==> src/rtl/tlk2711_rx_deframer.sv <==
`default_nettype none
// +-----------------------------------------------------------------------------+
// | tlk2711_rx_deframer : TLK2711 receive link sync, frame strip, payload beats |
// | rev 1.0                                                                     |
// +-----------------------------------------------------------------------------+
module tlk2711_rx_deframer #(
    parameter int          MAX_LEN   = 4096,
    parameter int          LOCK_CNT  = 4,
    parameter int          LOSS_CNT  = 8,
    parameter logic [15:0] IDLE_WORD = 16'hC5BC,
    parameter logic [15:0] SOF_WORD  = 16'hFBFB,
    parameter logic [15:0] EOF_WORD  = 16'hFDFD
) (
    input  logic        clk,
    input  logic        arst_n,
    input  logic        i_enable,
    input  logic        i_cnt_clr,
    input  logic        i_2711_rkmsb,
    input  logic        i_2711_rklsb,
    input  logic [15:0] i_2711_rxd,
    output logic        m_tvalid,
    output logic [15:0] m_tdata,
    output logic        m_tlast,
    output logic        m_tuser,
    output logic        o_locked,
    output logic        o_loss_irq,
    output logic        o_frame_irq,
    output logic        o_err_irq,
    output logic [2:0]  o_err_code,
    output logic [15:0] o_last_len,
    output logic [15:0] o_frame_cnt,
    output logic [15:0] o_err_cnt
);

    localparam int LKW = $clog2(LOCK_CNT + 1);
    localparam int LSW = $clog2(LOSS_CNT + 1);

    localparam logic [2:0] S_UNLOCK = 3'd0;
    localparam logic [2:0] S_HUNT   = 3'd1;
    localparam logic [2:0] S_LEN    = 3'd2;
    localparam logic [2:0] S_DATA   = 3'd3;
    localparam logic [2:0] S_CSUM   = 3'd4;
    localparam logic [2:0] S_EOF    = 3'd5;

    logic           r_rkmsb, r_rklsb;
    logic [15:0]    r_rxd;
    logic [2:0]     r_state;
    logic [LKW-1:0] r_lock_cnt;
    logic [LSW-1:0] r_loss_cnt;
    logic [15:0]    r_len, r_rem, r_csum, r_hold;
    logic           r_hold_vld, r_bad;

    logic           w_idle, w_sof, w_eof, w_data, w_cerr, w_mismatch;
    logic [2:0]     w_state_nxt, w_err_code;
    logic [LKW-1:0] w_lock_cnt_nxt;
    logic [LSW-1:0] w_loss_cnt_nxt;
    logic           w_err, w_good, w_loss, w_abort, w_accept, w_csum_word, w_len_ok;

    assign w_idle     = (r_rxd == IDLE_WORD) && !r_rkmsb && r_rklsb;
    assign w_sof      = (r_rxd == SOF_WORD) && r_rkmsb && r_rklsb;
    assign w_eof      = (r_rxd == EOF_WORD) && r_rkmsb && r_rklsb;
    assign w_data     = !r_rkmsb && !r_rklsb;
    assign w_cerr     = !(w_idle || w_sof || w_eof || w_data);
    assign w_mismatch = (r_rxd != r_csum);

    always_comb begin
        w_state_nxt    = r_state;
        w_lock_cnt_nxt = r_lock_cnt;
        w_loss_cnt_nxt = r_loss_cnt;
        w_err          = 1'b0;
        w_err_code     = 3'd0;
        w_good         = 1'b0;
        w_loss         = 1'b0;
        w_abort        = 1'b0;
        w_accept       = 1'b0;
        w_csum_word    = 1'b0;
        w_len_ok       = 1'b0;
        if (r_state == S_UNLOCK) begin
            if (!w_idle) begin
                w_lock_cnt_nxt = '0;
            end else if (r_lock_cnt == LKW'(LOCK_CNT - 1)) begin
                w_lock_cnt_nxt = '0;
                w_state_nxt    = S_HUNT;
            end else begin
                w_lock_cnt_nxt = r_lock_cnt + LKW'(1);
            end
        end else begin
            w_loss_cnt_nxt = w_cerr ? r_loss_cnt + LSW'(1) : '0;
            if (w_cerr && (r_loss_cnt == LSW'(LOSS_CNT - 1))) begin
                w_loss         = 1'b1;
                w_loss_cnt_nxt = '0;
                w_state_nxt    = S_UNLOCK;
                if (r_state != S_HUNT) begin
                    w_err      = 1'b1;
                    w_err_code = 3'd6;
                    w_abort    = 1'b1;
                end
            end else if (r_state == S_HUNT) begin
                if (w_sof) w_state_nxt = S_LEN;
            end else if (!w_idle) begin
                // Frame states: idle words are fill and fall through untouched
                case (r_state)
                    S_LEN: begin
                        if (w_data) begin
                            if ((r_rxd == 16'd0) || (r_rxd > 16'(MAX_LEN))) begin
                                w_err = 1'b1; w_err_code = 3'd3; w_state_nxt = S_HUNT;
                            end else begin
                                w_len_ok = 1'b1; w_state_nxt = S_DATA;
                            end
                        end else begin
                            w_err = 1'b1; w_err_code = w_cerr ? 3'd1 : 3'd2; w_state_nxt = S_HUNT;
                        end
                    end
                    S_DATA, S_CSUM: begin
                        if (w_data) begin
                            if (r_state == S_CSUM) begin
                                w_csum_word = 1'b1;
                                w_state_nxt = S_EOF;
                                if (w_mismatch) begin
                                    w_err = 1'b1; w_err_code = 3'd4;
                                end
                            end else begin
                                w_accept = 1'b1;
                                if (r_rem == 16'd1) w_state_nxt = S_CSUM;
                            end
                        end else begin
                            w_err = 1'b1; w_err_code = w_cerr ? 3'd1 : 3'd2;
                            w_abort = 1'b1; w_state_nxt = S_HUNT;
                        end
                    end
                    S_EOF: begin
                        if (w_eof) begin
                            w_good = !r_bad; w_state_nxt = S_HUNT;
                        end else begin
                            w_err = 1'b1; w_err_code = w_cerr ? 3'd1 : 3'd5;
                            w_state_nxt = w_sof ? S_LEN : S_HUNT;
                        end
                    end
                    default: w_state_nxt = S_HUNT;
                endcase
            end
        end
    end

    always_ff @(posedge clk or negedge arst_n) begin
        if (!arst_n) begin
            r_rkmsb <= 1'b0; r_rklsb <= 1'b0; r_rxd <= '0;
            r_state <= S_UNLOCK; r_lock_cnt <= '0; r_loss_cnt <= '0;
            r_len <= '0; r_rem <= '0; r_csum <= '0; r_hold <= '0;
            r_hold_vld <= 1'b0; r_bad <= 1'b0;
            m_tvalid <= 1'b0; m_tdata <= '0; m_tlast <= 1'b0; m_tuser <= 1'b0;
            o_locked <= 1'b0; o_loss_irq <= 1'b0; o_frame_irq <= 1'b0; o_err_irq <= 1'b0;
            o_err_code <= '0; o_last_len <= '0;
        end else begin
            r_rkmsb     <= i_2711_rkmsb;
            r_rklsb     <= i_2711_rklsb;
            r_rxd       <= i_2711_rxd;
            m_tvalid    <= 1'b0;
            m_tlast     <= 1'b0;
            m_tuser     <= 1'b0;
            o_loss_irq  <= 1'b0;
            o_frame_irq <= 1'b0;
            o_err_irq   <= 1'b0;
            if (!i_enable) begin
                r_state    <= S_UNLOCK;
                r_lock_cnt <= '0;
                r_loss_cnt <= '0;
                r_hold_vld <= 1'b0;
                o_locked   <= 1'b0;
            end else begin
                r_state     <= w_state_nxt;
                r_lock_cnt  <= w_lock_cnt_nxt;
                r_loss_cnt  <= w_loss_cnt_nxt;
                o_locked    <= (w_state_nxt != S_UNLOCK);
                o_loss_irq  <= w_loss;
                o_frame_irq <= w_good;
                o_err_irq   <= w_err;
                if (w_err)  o_err_code <= w_err_code;
                if (w_good) o_last_len <= r_len;
                if (w_len_ok) begin
                    r_len  <= r_rxd;
                    r_rem  <= r_rxd;
                    r_csum <= '0;
                    r_bad  <= 1'b0;
                end
                // Payload is held one word so the final beat can carry tlast/tuser
                if (w_accept) begin
                    r_csum     <= r_csum + r_rxd;
                    r_rem      <= r_rem - 16'd1;
                    r_hold     <= r_rxd;
                    r_hold_vld <= 1'b1;
                    if (r_hold_vld) begin
                        m_tvalid <= 1'b1;
                        m_tdata  <= r_hold;
                    end
                end
                if (w_csum_word) begin
                    r_bad      <= w_mismatch;
                    r_hold_vld <= 1'b0;
                    m_tvalid   <= 1'b1;
                    m_tdata    <= r_hold;
                    m_tlast    <= 1'b1;
                    m_tuser    <= w_mismatch;
                end
                if (w_abort && r_hold_vld) begin
                    r_hold_vld <= 1'b0;
                    m_tvalid   <= 1'b1;
                    m_tdata    <= r_hold;
                    m_tlast    <= 1'b1;
                    m_tuser    <= 1'b1;
                end
            end
        end
    end

    always_ff @(posedge clk or negedge arst_n) begin
        if (!arst_n) begin
            o_frame_cnt <= '0;
            o_err_cnt   <= '0;
        end else if (i_cnt_clr) begin
            o_frame_cnt <= '0;
            o_err_cnt   <= '0;
        end else begin
            if (i_enable && w_good && (o_frame_cnt != 16'hFFFF)) o_frame_cnt <= o_frame_cnt + 16'd1;
            if (i_enable && w_err && (o_err_cnt != 16'hFFFF))    o_err_cnt   <= o_err_cnt + 16'd1;
        end
    end

endmodule
`default_nettype wire

==> config.mk <==
export PLATFORM = sky130hd
export DESIGN_NAME = tlk2711_rx_deframer
export DESIGN_NICKNAME = d
export VERILOG_FILES = /design/src/rtl/tlk2711_rx_deframer.sv
export SDC_FILE = /design/constraint.sdc
export NUM_CORES = 1
export LEC_CHECK = 0
export CORE_MARGIN = 3
export CORE_UTILIZATION = 35
export DETAILED_ROUTE_END_ITERATION = 8
export PLACE_DENSITY = 0.58
export SLEW_MARGIN = 10
export SYNTH_ARGS = -nofsm -noshare
export SYNTH_HDL_FRONTEND = slang
export SYNTH_SLANG_ARGS = --single-unit
==> constraint.sdc <==
create_clock -name clk -period 4.6 [get_ports clk]
set_input_delay 0.46 -clock clk [delete_from_list [all_inputs] [get_ports clk]]
set_output_delay 0.46 -clock clk [all_outputs]
set_load 0.05 [all_outputs]
==> flow_summary.json, run 1 <==
{
  "cp.arrival_ps": 3690,
  "hold_buffers": 0,
  "grt_max_degree": 82,
  "critPathCaptureType": "flop",
  "synthMuxAreaShare": 0.0881,
  "first_iter_violations": 420,
  "clkLatencyLatePin_ps": 430,
  "numCtsBuffers": 17,
  "post-cts-setup-buffers": 0,
  "worst-path-max-fanout": 31,
  "synth_edf_count": 0,
  "yosys.area.top_type": "dfrtp_1",
  "critPathBufInv": 1,
  "cp_top_family": "simple AND/OR/NAND/NOR gates",
  "utilization": 0.442,
  "yosys_most_used_dff": "dfrtp_1",
  "tightest_slew_ps": 982,
  "htreeDepth": 4,
  "synth_top_family_by_area": "simple AND/OR/NAND/NOR gates",
  "ys_seq_area_frac": 0.523,
  "report.final.setup_viol": 0,
  "diodes": 0,
  "path_cells": "nand4_1 > nor3_2 > nand3_1 > nand4b_1 > nand3b_1 > buf_4 > and2_1 > o21ai_0 > o21ai_0",
  "drtAntennaViolNets": 0,
  "syn-num-nets": 816,
  "die_area_um2": 24800,
  "routed_wirelength_um": 19200,
  "die_w_um": 158,
  "grt_pass1_wl_um": 31700,
  "synthCells": 772,
  "clock_path_buffers": 2,
  "finalHoldViolations": 0,
  "finalSetupTns_ps": 0,
  "pwr-share-seq": 0.507,
  "num_vias": 6145,
  "ys_warn_count": 0,
  "synth.cell_area_um2": 8040,
  "p_leak_nw": 4.35,
  "dp_hpwl_um": 13100,
  "post_cts_resized": 0,
  "ys_seq_elements": 168,
  "peakVddDrop_uv": 217,
  "slew_headroom": 0.344,
  "final_layout_size_suffix_gt1_frac": 0.129,
  "fin_skew_ps": 15.0,
  "rsz0062_at_grt": "no",
  "sw_frac_of_total": 0.237,
  "drc": 0,
  "synthToLayoutAreaGrowth_pct": 21.8,
  "place.gp.congestion": 0.889,
  "synth.distinct_cells": 59,
  "hold_class": "input pin to async pin",
  "yosysMostFrequentCell": "dfrtp_1",
  "cts_root_buf": "clkbuf_16",
  "synth_xor_xnor_area_share": 0.0283,
  "initial_core_util": 0.363,
  "fp.dieH_um": 158,
  "synth_adder_area_share": 0.0352,
  "clockPowerShare": 0.462,
  "powerDensity_nw_per_um2": 304,
  "io_pins": 96,
  "grt_antenna_before_repair": 0,
  "power.net_switching_mw": 0.704,
  "rows": 54,
  "port_buffers": 95,
  "yosysTopAreaCellShare": 0.523,
  "grt_pass1_vias": 6010,
  "fmaxAchievable_ghz": 0.292,
  "core_area_um2": 22200,
  "synth.avg_cell_area_um2": 10.4,
  "min_period_ps": 3420,
  "ys_async_sr_fraction": 1.00,
  "synth-simple-area-share": 0.176,
  "yosys-top-cells-count": "dfrtp_1 (168), nand2_1 (70), mux2_2 (62)",
  "status": "finished, final reports clean",
  "cts_tree": "done",
  "required_ps": 4870,
  "path_common_cell": "o21ai_0",
  "wl_per_cell_um": 16.7,
  "power_frac_comb": 0.032,
  "path_class": "flop to flop",
  "drv_cap": 0,
  "grt_usage": 0.160,
  "firstDrtPassIters": 5,
  "nets": 903,
  "clock_sinks": 168,
  "cp_slowest_cell": "dfrtp_1",
  "slew_violations": 0,
  "via_per_inst": 5.34,
  "synth_compound_area_frac": 0.121,
  "cpPeakStageDelay_ps": 580,
  "p_int_mw": 2.27,
  "grt.overflow.total": 0,
  "period_share": 0.743,
  "cts.clk_slew.worst_paths_ps": 60,
  "cp-start-kind": "flop",
  "nFillCells": 2108,
  "synth_area_leaders": "dfrtp_1 (52%), mux2_2 (8.7%), o21ai_0 (3.7%)"
}
-- cell usage in the layout, fill, tap and decap left out, types with 3 or more instances in the layout --
| cell | count |
|---|---|
| nand4_1 | 14 |
| dfrtp_1 | 168 |
| o21a_1 | 3 |
| nor3b_1 | 3 |
| clkinvlp_4 | 5 |
| or3_1 | 14 |
| mux2_2 | 62 |
| or2_2 | 4 |
| inv_6 | 3 |
| a22oi_1 | 3 |
| clkdlybuf4s50_1 | 94 |
| nand3_1 | 34 |
| clkinv_4 | 3 |
| and2_1 | 7 |
| o21bai_1 | 3 |
| xnor2_1 | 12 |
| nor2_1 | 52 |
| and4_1 | 4 |
| a31oi_1 | 4 |
| inv_1 | 18 |
| o31ai_1 | 16 |
| o211ai_1 | 5 |
| nand2b_1 | 5 |
| xor2_1 | 14 |
| clkbuf_16 | 17 |
| a21oi_1 | 48 |
| nand2_1 | 70 |
| and3_1 | 13 |
| o22ai_1 | 4 |
| nor3_2 | 3 |
| nor3_1 | 21 |
| ha_1 | 21 |
| nand3b_1 | 4 |
| or4_1 | 10 |
| buf_4 | 7 |
| nor2b_1 | 5 |
| a21o_1 | 3 |
| nor4_1 | 7 |
| o21ai_0 | 60 |
-- final timing paths --
check	to	cells past startpoint	from	slack, ps
setup / recovery	r_rem[12]$_DFFE_PN0P_	9	r_rxd[15]$_DFF_PN0_	1180
hold / removal	o_err_cnt[7]$_DFFE_PN0P_	1	arst_n	70
setup reg to reg	r_rem[12]$_DFFE_PN0P_	9	r_rxd[15]$_DFF_PN0_	1180
hold reg to reg	r_len[0]$_DFFE_PN0P_	2	r_len[0]$_DFFE_PN0P_	470
max in group asynchronous	r_rem[9]$_DFFE_PN0P_	2	arst_n	3440
min in group clk	r_rxd[10]$_DFF_PN0_	1	i_2711_rxd[10]	460
-- cells by family after synthesis --
logic type      after synthesis
buf+inv                      53
flops                       168
fa+ha+maj                    22
mux                          63
xor+xnor                     26
compound gates              164
simple gates                276
-- worst reg2reg max path, delay by kind of cell (launching register included) --
kind                   cells  cell delay, ps
AO/OA/AOI/OAI              2             410
buffers and inverters      1             260
flip-flops                 1             580
AND/OR/NAND/NOR            6            2010
-- state kept, by name, indices dropped and copies added, names as in the netlist, 3 cells and up --
signal,count
r_csum,16
r_loss_cnt,4
r_len,16
o_err_code,3
r_rem,16
r_lock_cnt,3
r_state,3
m_tdata,16
o_frame_cnt,16
o_last_len,16
r_hold,16
r_rxd,16
o_err_cnt,16
-- per-layer routing --
metal	part of all wire	track usage	routed length (um)
met1	0.47	0.222	9010
met3	0.044	0.0349	851
met4	0.010	0.0322	199
met2	0.48	0.261	9150
met5	0	0	0
-- layout make-up --
class	count	area (um2)	share of cell area
inverter	19	71.3	0.00729
clock inverter	12	120	0.0123
clock buffer	19	433	0.0442
tap	280	350	0.0358
sequential	168	4200	0.429
timing repair buffer	102	1000	0.103
multi-input combinational	551	3610	0.368
-- power groups by stage --
stage	sequential, mW	clock [mW]	combinational, mW
after detailed placement	1.53	0	0.0966
after global placement	1.53	0	0.0962
after CTS	1.51	1.40	0.0975
after floorplan	1.52	0	0.0385
final	1.51	1.37	0.0938
after global routing	1.51	1.46	0.108
-- metrics by stage --
step                      hold slack (ps)  setup WS, ps  cell area (um2)  power, mW  std cells
after floorplan                       164          2040             8040       1.56        772
after global placement                459          1310             9240       1.63       1120
after detailed placement              460          1220             9240       1.63       1120
after CTS                             104          1210             9790       3.00       1151
after global routing                  129           759             9790       3.08       1151
final                                73.2          1180             9790       2.97       1151
(Power assumes the default switching activity.)
==> run 2: changes to the inputs <==
- clock period: 4.6 -> 3.23 ns (I/O delays scaled with it)
==> flow_summary.json, run 2 (synthesis results as in run 1) <==
{
  "status": "finished, final reports clean",
  "nets": 918,
  "layout_common_cells": "dfrtp_1 (168), clkdlybuf4s50_1 (94), nand2_1 (70)",
  "first_iter_violations": 396,
  "clock_path_buffers": 2,
  "core_area_um2": 22200,
  "nFillCells": 2103,
  "powerDensity_nw_per_um2": 426,
  "routed_wirelength_um": 19400,
  "grt_antenna_before_repair": 0,
  "holdPathStages": 1,
  "hp-start": "i_2711_rxd[13]",
  "fin_skew_ps": 8.15,
  "hold_class": "input pin to flop",
  "initial_core_util": 0.363,
  "io_pins": 96,
  "via_per_inst": 5.29,
  "utilization": 0.448,
  "hold-path-endpoint": "r_rxd[13]$_DFF_PN0_",
  "grt_max_degree": 85,
  "setup_ws_ps": 344,
  "place.gp.congestion": 0.859,
  "r2r_end": "m_tdata[11]$_DFFE_PN0P_",
  "cts.clk_slew.worst_paths_ps": 70,
  "die_w_um": 158,
  "fmaxAchievable_ghz": 0.347,
  "rows": 54,
  "regToRegStartpoint": "r_rxd[15]$_DFF_PN0_",
  "pre_cts_slack_ps": 337,
  "grt_pass1_vias": 5979,
  "report.final.setup_viol": 0,
  "layout_commonest_cell": "dfrtp_1",
  "critPathCaptureType": "flop",
  "synthToLayoutAreaGrowth_pct": 23.6,
  "fp.dieH_um": 158,
  "p_total_mw": 4.23,
  "firstDrtPassIters": 5,
  "htreeDepth": 4,
  "postPlaceCellArea_um2": 9370,
  "r2r_setup_slack_ps": 340,
  "numCtsBuffers": 17,
  "port_buffers": 95,
  "cts_tree": "done",
  "grt_pass1_wl_um": 31900,
  "rsz0062_at_grt": "no",
  "grt.overflow.total": 0,
  "post-cts-setup-buffers": 0,
  "diodes": 0,
  "period_share": 0.893,
  "wl_per_cell_um": 16.7,
  "worst-path-max-fanout": 17,
  "drc": 0,
  "tightest_slew_ps": 828,
  "drtAntennaViolNets": 0,
  "slew_violations": 0,
  "final_layout_size_suffix_gt1_frac": 0.143,
  "cp.arrival_ps": 3190,
  "clkLatencyLatePin_ps": 420,
  "p_leak_nw": 4.43,
  "finalInstanceArea_um2": 9930,
  "grt_usage": 0.162,
  "required_ps": 3540,
  "clock_sinks": 168,
  "min_period_ps": 2890,
  "peakVddDrop_uv": 346,
  "dp_hpwl_um": 13600,
  "finalSetupTns_ps": 0,
  "reg2reg_depth": 8,
  "num_vias": 6163,
  "cp-start-kind": "flop",
  "cts_root_buf": "clkbuf_16",
  "path_class": "flop to flop",
  "finalHoldViolations": 0,
  "slew_headroom": 0.447,
  "drv_cap": 0,
  "die_area_um2": 24800
}
## run 2: changes by cell type in the layout (fill, tap and decap cells not counted), sizes merged
cell         delta
buf            +14
dlygate4sd3     +1
clkinv          -2
inv             +1
clkinvlp        +1
## run 2: where the power goes
group	switching, mW	internal, mW
Combinational	0.0895	0.0582
Clock	0.876	1.07
Sequential	0.0271	2.11
Total	0.993	3.24
## run 2: repair_timing
action                                  4_1_cts  5_1_grt
hold buffers                                  1        0
hold endpoints to repair                     70        0
resized for setup                             0        1
endpoints found under the setup margin        0        1
## run 2: stage by stage
| stage | hold WS [ps] | instances |
|---|---|---|
| 4_1_cts | 315 | 1166 |
| 2_1_floorplan | 27.4 | 772 |
| 3_5_place_dp | 426 | 1134 |
| 6_report | 333 | 1166 |
| 5_1_grt | 319 | 1166 |
| 3_3_place_gp | 429 | 1134 |
## run 2: final cells by class
class / count / area (um2) / share of cell area
tap: 280 / 350 / 0.0353
inverter: 19 / 71.3 / 0.00718
clock buffer: 19 / 433 / 0.0436
timing repair buffer: 117 / 1140 / 0.115
clock inverter: 12 / 119 / 0.0120
sequential: 168 / 4200 / 0.423
multi-input combinational: 551 / 3610 / 0.363
## run 2: worst max-delay path by stage
stage	startpoint	end	cells after the start
detailed placement	r_rxd[9]$_DFF_PN0_	r_rem[2]$_DFFE_PN0P_	7
finish	r_rxd[15]$_DFF_PN0_	m_tdata[11]$_DFFE_PN0P_	8
CTS	r_rxd[9]$_DFF_PN0_	r_rem[14]$_DFFE_PN0P_	7
global placement	r_rxd[7]$_DFF_PN0_	m_tdata[11]$_DFFE_PN0P_	8
floorplan	r_rxd[0]$_DFF_PN0_	r_csum[14]$_DFFE_PN0P_	10
global route	r_rxd[15]$_DFF_PN0_	m_tdata[11]$_DFFE_PN0P_	8
## run 2: worst max-delay path: stages, from the launching register on
cell and delay [ps]:
dfrtp_1 570, nand4_1 190, nor3_2 350, nand3_1 190, nand4b_1 260, a21oi_1 170
nor2_1 170, a21bo_2 470, mux2_2 390
## run 2: layer usage
layer  track usage  wire, um
met2         0.254      8860
met3        0.0286       723
met1         0.229      9540
met4        0.0492       301
met5             0         0
==> RTL change 1 (config.mk and constraints of run 2) <==
One comparison of `r_loss_cnt` changes from == to >=.
--- a/src/rtl/tlk2711_rx_deframer.sv
+++ b/src/rtl/tlk2711_rx_deframer.sv
@@ -88,3 +88,3 @@
             w_loss_cnt_nxt = w_cerr ? r_loss_cnt + LSW'(1) : '0;
-            if (w_cerr && (r_loss_cnt == LSW'(LOSS_CNT - 1))) begin
+            if (w_cerr && (r_loss_cnt >= LSW'(LOSS_CNT - 1))) begin
                 w_loss         = 1'b1;
Function: no difference found for any inputs over 4 cycles, from zero or initial values and one cycle with arst_n low; that may be too few to reach the edited logic, so the function may still have changed.
==> RTL change 1 against run 2 <==
- combinational power increased by 24%
- area after synthesis is 1.7% higher
- global-route usage rose by 0.71 points
- core utilization increased by 0.29 points
- final area increased by 3.4%
- routed wire length up 7.4%
- total power up 5.1%
- sequential cell count unchanged
- clock skew grew 2.4 ps
- setup slack got worse by 89 ps
- critical endpoint is now o_err_code[2]$_DFFE_PN0P_
==> RTL change 1: results (changes against run 2) <==
status finished, final reports clean; DR WL/cell 17.1 microns (+2.8%); first-pass GRT wire length 34,200 microns (+7.3%); met2 usage 26.7% (+1.2 points); DRT Wirelength 20,900 microns (+7.4%); initial antenna violation count 1 (+1); Final Skew 10.5 ps (+2.39 ps); Synth Area per Inst 10.6 sq um (+1.4%); slowest stage cell on the critical path or4_1; Critical Path AT 3290 ps (+100 ps); Placed Area 9630 sq um (+2.9%); Leak 4.60 nW (+4.0%); Max FO, Critical Path 4 (-13); number of global-route vias before repair 6,211 (+3.9%); routability-driven placement congestion ratio 0.871 (+1.4%); synth unique cells 66 (+12%); Max stage delay on crit path 530 ps (-40 ps); met1 Track Usage GR 24.1% (+1.3 points); Sw Pwr 1.09 mW (+9.9%); layout cells sized above 1 15.8% (+1.5 points); Synth top cells by count dfrtp_1, nor2_1, mux2_2; Slew @ Worst Pin 813 ps (-14.5 ps); post-synthesis sequential area ratio 51.4% (-0.87 points); largest net degree at the start of global routing 61 (-28%); worst vdd ir 0.000304 V (-12%); period utilisation layout 92.1% (+2.7 points); dpl cells 1,183 (+4.3%); Vias/cell 5.16 (-2.4%); syn nets 818 (+0.25%); pre-CTS setup slack 222 ps (-115 ps)
[RTL change 1: cell count changes after synthesis, moves of 9 or more]
cell,change
o31ai_1,-15
nor2_1,+14
o21ai_0,-10
mux2_4,+9
xnor2_1,+9
nor4_1,+10
o22ai_1,+10
nand2_1,-20
[RTL change 1: logic make-up after synthesis]
family | after synthesis | synth area share (%)
adder cells (fa/ha/maj) | 22 | 3.46
XOR/XNOR | 30 | 3.22
AO/OA/AOI/OAI | 169 | 12.9
buffers and inverters | 55 | 2.97
flip-flops | 168 | 51.4
multiplexers | 66 | 9.46
AND/OR/NAND/NOR | 264 | 16.5
[RTL change 1: power groups by stage]
stage	Sequential (mW)	Clock, mW	Combinational, mW
CTS	2.13	2.18	0.190
detailed placement	2.17	0	0.188
floorplan	2.17	0	0.0565
finish	2.13	2.14	0.184
global placement	2.17	0	0.189
global route	2.13	2.27	0.205
[RTL change 1: final timing paths]
kind | depth (start not counted) | slack, ps | startpoint | end
worst min-delay path | 1 | 320 | i_2711_rklsb | r_rklsb$_DFF_PN0_
worst min register to register | 2 | 490 | r_csum[14]$_DFFE_PN0P_ | r_csum[14]$_DFFE_PN0P_
min in group asynchronous | 2 | 440 | arst_n | o_err_cnt[14]$_DFFE_PN0P_
max in group asynchronous | 3 | 2050 | arst_n | o_frame_irq$_DFF_PN0_
worst max register to register | 9 | 260 | r_rxd[5]$_DFF_PN0_ | o_err_code[2]$_DFFE_PN0P_
worst max-delay path | 9 | 260 | r_rxd[5]$_DFF_PN0_ | o_err_code[2]$_DFFE_PN0P_
[RTL change 1: timing repair]
item / in CTS / in global routing
resized for setup: 0 / 2
hold buffers: 1 / 0
endpoints found under the hold margin: 56 / 0
endpoints found under the setup margin: 0 / 1
[RTL change 1: worst register-to-register path: cells and delay by family (launching register included)]
family	cells	cell delay (ps)
and+or+nand+nor	5	1270
AOI/OAI and AO/OA	2	470
DFF	1	400
muxes	1	370
adders and majority gates	1	360
[RTL change 1: layer usage]
metal / routed length (microns) / vias to the layer above
li1: - / 3046
met1: 10200 / 3092
met2: 9780 / 128
met3: 618 / 19
met4: 247 / 0
met5: 0 / -
[RTL change 1: layout make-up]
cell class	count	share of cell area, %
Clock inverter	15	1.80
Timing Repair Buffer	128	12.0
Clock buffer	17	4.14
Antenna cell	2	0.0487
Inverter	24	0.877
Multi-Input combinational cell	551	36.4
Tap cell	313	3.81
Sequential cell	168	40.9
==> RTL change 2 (settings of run 2) <==
Without the edit above. Change the parameter `LOSS_CNT` from 8 to 4.
--- a/src/rtl/tlk2711_rx_deframer.sv
+++ b/src/rtl/tlk2711_rx_deframer.sv
@@ -8,3 +8,3 @@
     parameter int          LOCK_CNT  = 4,
-    parameter int          LOSS_CNT  = 8,
+    parameter int          LOSS_CNT  = 4,
     parameter logic [15:0] IDLE_WORD = 16'hC5BC,
Function: same outputs for any inputs over 4 cycles, from zero or initial values and one cycle with arst_n low; that may be too few to reach the edited logic, so the function may still have changed.
==> RTL change 2 against run 2 <==
- core utilization increased by 0.31 points
- non-clock buffer count increased by 9
- maximum frequency decreased by 1.7%
- critical endpoint is now o_err_cnt[7]$_DFFE_PN0P_
- sequential cell count decreased by 1
- largest cell class unchanged
- total power increased by 8.1%
- critical path depth increased by 1
- setup slack got worse by 49 ps
- routed wire length increased by 6.8%
- area after synthesis increased by 1.7%
- count of clock-buffer cells in the layout decreased by 1
- final area increased by 3.5%
==> RTL change 2: results (changes against run 2) <==
DP HPWL 14,700 microns (+7.5%); syn nets 851 (+4.3%); Max stage delay on crit path 480 ps (-90 ps); Overall Power 4.57 mW (+8.1%); post-synthesis sequential area ratio 51.1% (-1.2 points); WL met2 9440 microns (+6.5%); Hold Startpoint i_2711_rxd[10]; layout cells sized above 1 13.9% (-0.45 points); Worst Hold End r_rxd[10]$_DFF_PN0_; DRT iter0 DRCs 410 (+3.5%); met2 usage 26.0% (+0.56 points); Max Clk Rate 341 MHz (-1.7%); routability-driven placement congestion ratio 0.871 (+1.4%); Synth area leaders dfrtp_1, mux2_2, nand2_1; Synth Area per Inst 10.1 sq um (-2.6%); status finished, final reports clean; Final Skew 12.3 ps (+4.13 ps); met3 usage 3.10% (+0.25 points); pre-CTS setup slack 303 ps (-34.1 ps); Synth top cells by count dfrtp_1, nand2_1, nor2_1; Placed Area 9640 sq um (+2.9%); Fin Hold WS 329 ps (-4.15 ps); P_comb 0.247 mW (+67%); R2R cell count 9 (+1); Max FO, Critical Path 27 (+10); Reg-to-Reg Start r_rxd[4]$_DFF_PN0_; GRT Total Usage 16.9% (+0.71 points)
[RTL change 2: cell types whose count changed after synthesis, moves of 5 or more]
cell,run 2,this run
or4_1,10,5
nor2b_1,5,14
nor2_1,52,63
and3_1,13,6
a211oi_1,2,7
nor3_1,21,32
o21ai_0,60,51
mux2_2,62,52
nand2_1,70,104
clkbuf_1,21,26
nand3_1,34,28
[RTL change 2: logic make-up after synthesis]
family,count (synthesis),share of synthesized area (%)
AOI/OAI and AO/OA,165,12.9
adders and majority gates,23,3.61
muxes,55,7.55
buffers and inverters,51,2.63
and+or+nand+nor,320,19.5
xor gates and xnor gates,25,2.68
DFF,167,51.1
[RTL change 2: area by class of cell]
type | count | area, sq um | area share (%)
clock buffer | 18 | 429 | 4.18
clock inverter | 14 | 200 | 1.95
inverter | 16 | 60.1 | 0.584
multi-input combinational | 588 | 3780 | 36.8
sequential | 167 | 4180 | 40.7
tap | 313 | 392 | 3.81
timing repair buffer | 126 | 1240 | 12.0
